[config.mk]
export PLATFORM = sky130hd
export DESIGN_NAME = queen_solver
export DESIGN_NICKNAME = d
export VERILOG_FILES = /design/src/rtl/queen_pkg.sv /design/src/rtl/queen_safe_check.sv /design/src/rtl/queen_solver.sv
export SDC_FILE = /design/constraint.sdc
export NUM_CORES = 1
export LEC_CHECK = 0
export CAP_MARGIN = 20
export CORE_ASPECT_RATIO = 1.25
export CORE_MARGIN = 5
export CORE_UTILIZATION = 30
export CTS_BUF_LIST = sky130_fd_sc_hd__clkbuf_8
export CTS_CLUSTER_SIZE = 24
export DETAILED_ROUTE_END_ITERATION = 8
export PLACE_DENSITY = 0.51
export SLEW_MARGIN = 20
export SYNTH_ARGS = -nofsm -noshare
export SYNTH_HDL_FRONTEND = slang
export SYNTH_HIERARCHICAL = 1
export SYNTH_SLANG_ARGS = --single-unit
[constraint.sdc]
create_clock -name clk -period 4.45 [get_ports clk]
set_input_delay 0.89 -clock clk [delete_from_list [all_inputs] [get_ports clk]]
set_output_delay 0.89 -clock clk [all_outputs]
set_load 0.05 [all_outputs]
[src/rtl/queen_pkg.sv]
// Shared types and sizes for the 8-queens enumerator.
package queen_pkg;
    localparam int N     = 8;
    localparam int ROW_W = 3;
    localparam int COL_W = 3;
    localparam int CNT_W = 7;

    typedef enum logic [2:0] {
        IDLE      = 3'd0,
        TRY       = 3'd1,
        BACKTRACK = 3'd2,
        FOUND     = 3'd3,
        EXHAUSTED = 3'd4
    } state_t;

    typedef logic [N-1:0][COL_W-1:0] board_t;
endpackage

[src/rtl/queen_safe_check.sv]
// Combinational attack test of a candidate square against the rows already placed.
module queen_safe_check
    import queen_pkg::*;
(
    input  board_t             board,
    input  logic [ROW_W-1:0]   row,
    input  logic [COL_W-1:0]   col,
    output logic               safe
);
    logic [COL_W:0] col_diff;
    logic [ROW_W:0] row_diff;

    // Differences are one bit wider than the operands so the diagonal test never wraps.
    always_comb begin
        safe     = 1'b1;
        col_diff = '0;
        row_diff = '0;
        for (int i = 0; i < N; i++) begin
            col_diff = (col >= board[i]) ? ({1'b0, col} - {1'b0, board[i]})
                                         : ({1'b0, board[i]} - {1'b0, col});
            row_diff = {1'b0, row} - {1'b0, ROW_W'(i)};
            if ((ROW_W'(i) < row) && ((board[i] == col) || (col_diff == row_diff))) begin
                safe = 1'b0;
            end
        end
    end
endmodule

[src/rtl/queen_solver.sv]
// Depth-first 8-queens enumerator: one candidate square or one backtrack step per clock.
//   IDLE | TRY (test cur_col in cur_row) | BACKTRACK (row exhausted, step up) | FOUND | EXHAUSTED
module queen_solver
    import queen_pkg::*;
(
    input  logic               clk,
    input  logic               rst_n,
    input  logic               start,
    input  logic               next,
    output logic               busy,
    output logic               found,
    output logic               exhausted,
    output logic               probe_en,
    output logic [ROW_W-1:0]   cur_row,
    output logic [COL_W-1:0]   cur_col,
    input  logic [ROW_W-1:0]   rd_row,
    output logic [COL_W-1:0]   rd_col,
    output logic [CNT_W-1:0]   sol_count
);
    localparam logic [ROW_W-1:0] LAST_ROW = ROW_W'(N - 1);
    localparam logic [COL_W-1:0] LAST_COL = COL_W'(N - 1);

    state_t             state, state_nxt;
    board_t             board, board_nxt;
    logic [ROW_W-1:0]   row_nxt, prev_row;
    logic [COL_W-1:0]   col_nxt;
    logic [CNT_W-1:0]   cnt_nxt;
    logic               safe;

    queen_safe_check u_safe (
        .board (board),
        .row   (cur_row),
        .col   (cur_col),
        .safe  (safe)
    );

    always_ff @(posedge clk or negedge rst_n) begin
        if (!rst_n) begin
            state     <= IDLE;
            board     <= '0;
            cur_row   <= '0;
            cur_col   <= '0;
            sol_count <= '0;
        end else begin
            state     <= state_nxt;
            board     <= board_nxt;
            cur_row   <= row_nxt;
            cur_col   <= col_nxt;
            sol_count <= cnt_nxt;
        end
    end

    always_comb begin
        state_nxt = state;
        board_nxt = board;
        row_nxt   = cur_row;
        col_nxt   = cur_col;
        cnt_nxt   = sol_count;
        prev_row  = cur_row - 1'b1;
        case (state)
            IDLE, FOUND, EXHAUSTED: begin
                if (start) begin
                    board_nxt = '0;
                    row_nxt   = '0;
                    col_nxt   = '0;
                    cnt_nxt   = '0;
                    state_nxt = TRY;
                end else if ((state == FOUND) && next) begin
                    // Row 7 has only one legal column once rows 0..6 are fixed.
                    state_nxt = BACKTRACK;
                end
            end
            TRY: begin
                if (safe) begin
                    board_nxt[cur_row] = cur_col;
                    if (cur_row == LAST_ROW) begin
                        cnt_nxt   = sol_count + 1'b1;
                        state_nxt = FOUND;
                    end else begin
                        row_nxt = cur_row + 1'b1;
                        col_nxt = '0;
                    end
                end else if (cur_col == LAST_COL) begin
                    state_nxt = BACKTRACK;
                end else begin
                    col_nxt = cur_col + 1'b1;
                end
            end
            BACKTRACK: begin
                if (cur_row == '0) begin
                    state_nxt = EXHAUSTED;
                end else begin
                    row_nxt = prev_row;
                    if (board[prev_row] != LAST_COL) begin
                        col_nxt   = board[prev_row] + 1'b1;
                        state_nxt = TRY;
                    end
                end
            end
            default: state_nxt = IDLE;
        endcase
    end

    assign busy      = (state == TRY) || (state == BACKTRACK);
    assign found     = (state == FOUND);
    assign exhausted = (state == EXHAUSTED);
    assign probe_en  = (state == TRY);
    assign rd_col    = board[rd_row];
endmodule

==> flow_summary.yaml <==
route:
  routed_wl_mm: 13.0
  drt_iter0_drc: 233
  wl_per_cell_um: 17.3
  drc: 0
  num_vias: 3776
  first_pass_iters: 4
  final_antenna_net_count: 0
  vias_per_cell: 5.04
finish:
  antennaDiodeCount: 0
  fin_util_pct: 35.0
  drive_above_1_share_pct: 11.2
  postLayoutCellArea_mm2: 0.00545
  syn_to_final_growth_pct: 14.5
  nets: 624
critical_path:
  cp-endpoint: "sol_count[4]$_DFFE_PN0P_"
  critPathRequiredTime_ns: 4.69
  path_class: "flip-flop to flip-flop"
  rrSetupSlack_ns: 0.28
  cpMaxStageDelayCell: "or4_1"
  crit_start: "cur_col[0]$_DFFE_PN0P_"
  cp_max_fo: 9
  reg2reg_depth: 19
  worstPathArrival_ns: 4.41
  r2r-end: "sol_count[4]$_DFFE_PN0P_"
  crit_chain: "inv_1 > ha_1 > inv_1 > fa_1 > inv_1 > fa_1 > nand4_1 > o311ai_1 > a21oi_1 > xnor2_1 > a32o_1 > a2111oi_4 > buf_4 > nand3b_1 > a21oi_1 > buf_4 > nor2_2 > or4_1 > nand2_1"
  crit_path_end_kind: "flip-flop"
  crit_cells: 19
  critPathMostFrequentCell: "inv_1"
  r2r_start: "cur_col[0]$_DFFE_PN0P_"
  path_delay_family: "compound AO/OA/AOI/OAI gates"
  cp_num_buf_inv: 5
  critPathLaunchType: "flip-flop"
  cpPeakStageDelay_ns: 0.51
synth:
  yosysSeqAreaShare_pct: 21.0
  synth-main-ff-cell: "dfrtp_1"
  synth_warnings: 6
  synth-edff-count: 0
  netlist_instances: 499
  synth_nets: 587
  synthArstFlopShare_pct: 100
  synth_area_mm2: 0.00476
  synth.distinct_cells: 58
  avgSynthCellArea_um2: 9.53
  ys_ff_latch: 40
clock_network:
  path_clk_slew_ns: 0.08
  numCtsBuffers: 5
  cts_tree: "done"
  htree_levels: 2
  cts_root_buffer: "clkbuf_8"
  cts_setup_buffers: 0
  cts_sinks: 40
  cts_hold_buf: 0
  clk_path_buf_depth: 2
  clk_latency_ns: 0.30
  cts_resized: 0
global_route:
  grt_pass1_vias: 3796
  grt-ovfl-total: 0
  antenna_found_initial: 0
  grt_max_degree: 41
  grt_use_total_pct: 14.5
  grt_first_pass_wirelength_mm: 20.9
floorplanning:
  die_y_um: 151
  die-area_mm2: 0.0185
  num_rows: 51
  start_util_pct: 30.6
  pin_count: 27
  die_x_um: 123
  fp.coreArea_mm2: 0.0156
timing:
  fmax_mhz: 240
  hold_viol_final: 0
  slew-limit-headroom_pct: 36.2
  setup_violations: 0
  rsz0062_at_grt: "false"
  finClkSkew_ns: 0.00636
  fin_crit_ns: 4.17
  finalMaxSlewViolations: 0
  max_slew.worst_pin.slew_ns: 0.958
  final.setup.worst_slack_ns: 0.282
  finalCritPeriodShare_pct: 93.7
  setup_tns_ns: 0
placement:
  gp_congestion: 0.814
  port_buffers: 26
  hpwl_mm: 10.1
  placed_area_mm2: 0.00534
  post-place-ws_ns: 0.233
pwr:
  pwr-share-comb_pct: 6.4
  p_seq_share_pct: 55.0
  p_sw_uw: 157
  irDropWorstVdd_v: 0.0000864
  sw_frac_of_total_pct: 23.8
  power.internal_uw: 503
  p_per_area_mw_per_mm2: 121
  p_clk_share_pct: 38.6
  leakage_uw: 0.00257
  p_total_uw: 660
hold_path:
  min_path_type: "flip-flop to flip-flop"
  holdPathStages: 2
run_status:
  status: "complete, no violations"
flow_run:
  cap_violations: 0
power groups by stage:
| stage | sequential, uW | combinational [uW] | clock (uW) |
|---|---|---|---|
| 3_5_place_dp | 370 | 42.5 | 0 |
| 2_1_floorplan | 370 | 20.8 | 0 |
| 6_report | 363 | 42.0 | 255 |
| 4_1_cts | 363 | 42.7 | 265 |
| 5_1_grt | 363 | 45.2 | 275 |
| 3_3_place_gp | 370 | 42.6 | 0 |
routing by layer:
layer / up-vias / track usage (%) / routed length (um)
li1: 1838 / - / -
met1: 1858 / 19.2 / 5950
met2: 72 / 25.6 / 6510
met5: - / 0 / 0
met4: 0 / 3.14 / 141
met3: 8 / 1.31 / 368
registers in the layout, summed over array words and instances, names as in the netlist:
register,cells
board,24
cur_col,3
cur_row,3
sol_count,7
state,3
worst reg2reg max path: cells and delay by family (launching register included):
kind / cells / cell delay [ns]
buffers and inverters: 5 / 0.66
AND/OR/NAND/NOR: 5 / 0.84
adder cells (fa/ha/maj): 3 / 0.98
AO/OA/AOI/OAI: 5 / 1.16
flip-flops: 1 / 0.39
XOR/XNOR: 1 / 0.10
cell usage in the layout (no fill, tap or decap), types with 11 or more instances in the layout:
| cell type | instances |
|---|---|
| mux2i_1 | 29 |
| xor2_1 | 15 |
| mux4_2 | 12 |
| dfrtp_1 | 40 |
| ha_1 | 60 |
| buf_4 | 18 |
| fa_1 | 21 |
| nand4_1 | 12 |
| xnor2_1 | 13 |
| a21oi_1 | 23 |
| nand2_1 | 50 |
| nand3_1 | 16 |
| o21ai_1 | 11 |
| clkdlybuf4s50_1 | 25 |
| inv_1 | 60 |
| o21ai_0 | 14 |
| nor2_1 | 15 |
through the flow:
step | hold slack, ns | std cells
6_report | 0.562 | 749
5_1_grt | 0.614 | 749
4_1_cts | 0.573 | 749
3_5_place_dp | 0.545 | 741
3_3_place_gp | 0.534 | 741
2_1_floorplan | 0.494 | 499
cell type report:
cell class / instances / area, um2
Fill cell: 1623 / 10100
Tap cell: 212 / 265
Clock inverter: 2 / 11.3
Inverter: 60 / 225
Multi-Input combinational cell: 385 / 3470
Timing Repair Buffer: 44 / 390
Sequential cell: 40 / 1000
Clock buffer: 6 / 82.6
worst min path at each step:
stage | startpoint | end | slack [ns]
3_5_place_dp | sol_count[6]$_DFFE_PN0P_ | sol_count[6]$_DFFE_PN0P_ | 0.55
6_report | sol_count[6]$_DFFE_PN0P_ | sol_count[6]$_DFFE_PN0P_ | 0.56
4_1_cts | sol_count[6]$_DFFE_PN0P_ | sol_count[6]$_DFFE_PN0P_ | 0.57
5_1_grt | sol_count[0]$_DFFE_PN0P_ | sol_count[0]$_DFFE_PN0P_ | 0.61
2_1_floorplan | board[21]$_DFFE_PN0P_ | board[21]$_DFFE_PN0P_ | 0.49
3_3_place_gp | sol_count[6]$_DFFE_PN0P_ | sol_count[6]$_DFFE_PN0P_ | 0.53
Yosys cell counts, types with 4 or more instances:
cell type,n,area share [%]
xor2_1,15,2.8
and2_1,4,0.53
inv_1,59,4.7
nand2_1,50,3.9
a21oi_1,23,2.4
nand4_1,12,1.6
nand4_4,6,2.7
buf_2,5,0.53
a22o_1,4,0.74
fa_1,21,8.8
nor2b_1,7,0.92
mux2_2,9,2.1
dfrtp_1,40,21
nand2b_1,6,0.79
o21ai_0,14,1.5
mux2i_1,29,6.1
mux4_2,12,5.7
o21ai_1,11,1.2
o211ai_1,6,0.95
ha_1,60,16
a21o_1,10,1.6
xnor2_1,13,2.4
nor2_1,15,1.2
nand3_1,16,1.7
clkbuf_1,6,0.47
cells by family after synthesis:
| logic type | synth area share (%) |
|---|---|
| XOR/XNOR | 5.16 |
| buffers and inverters | 6.29 |
| adder cells (fa/ha/maj) | 24.6 |
| multiplexers | 13.9 |
| AO/OA/AOI/OAI | 13.6 |
| AND/OR/NAND/NOR | 15.4 |
| flip-flops | 21.0 |
Power figures use the tool's default switching activity.
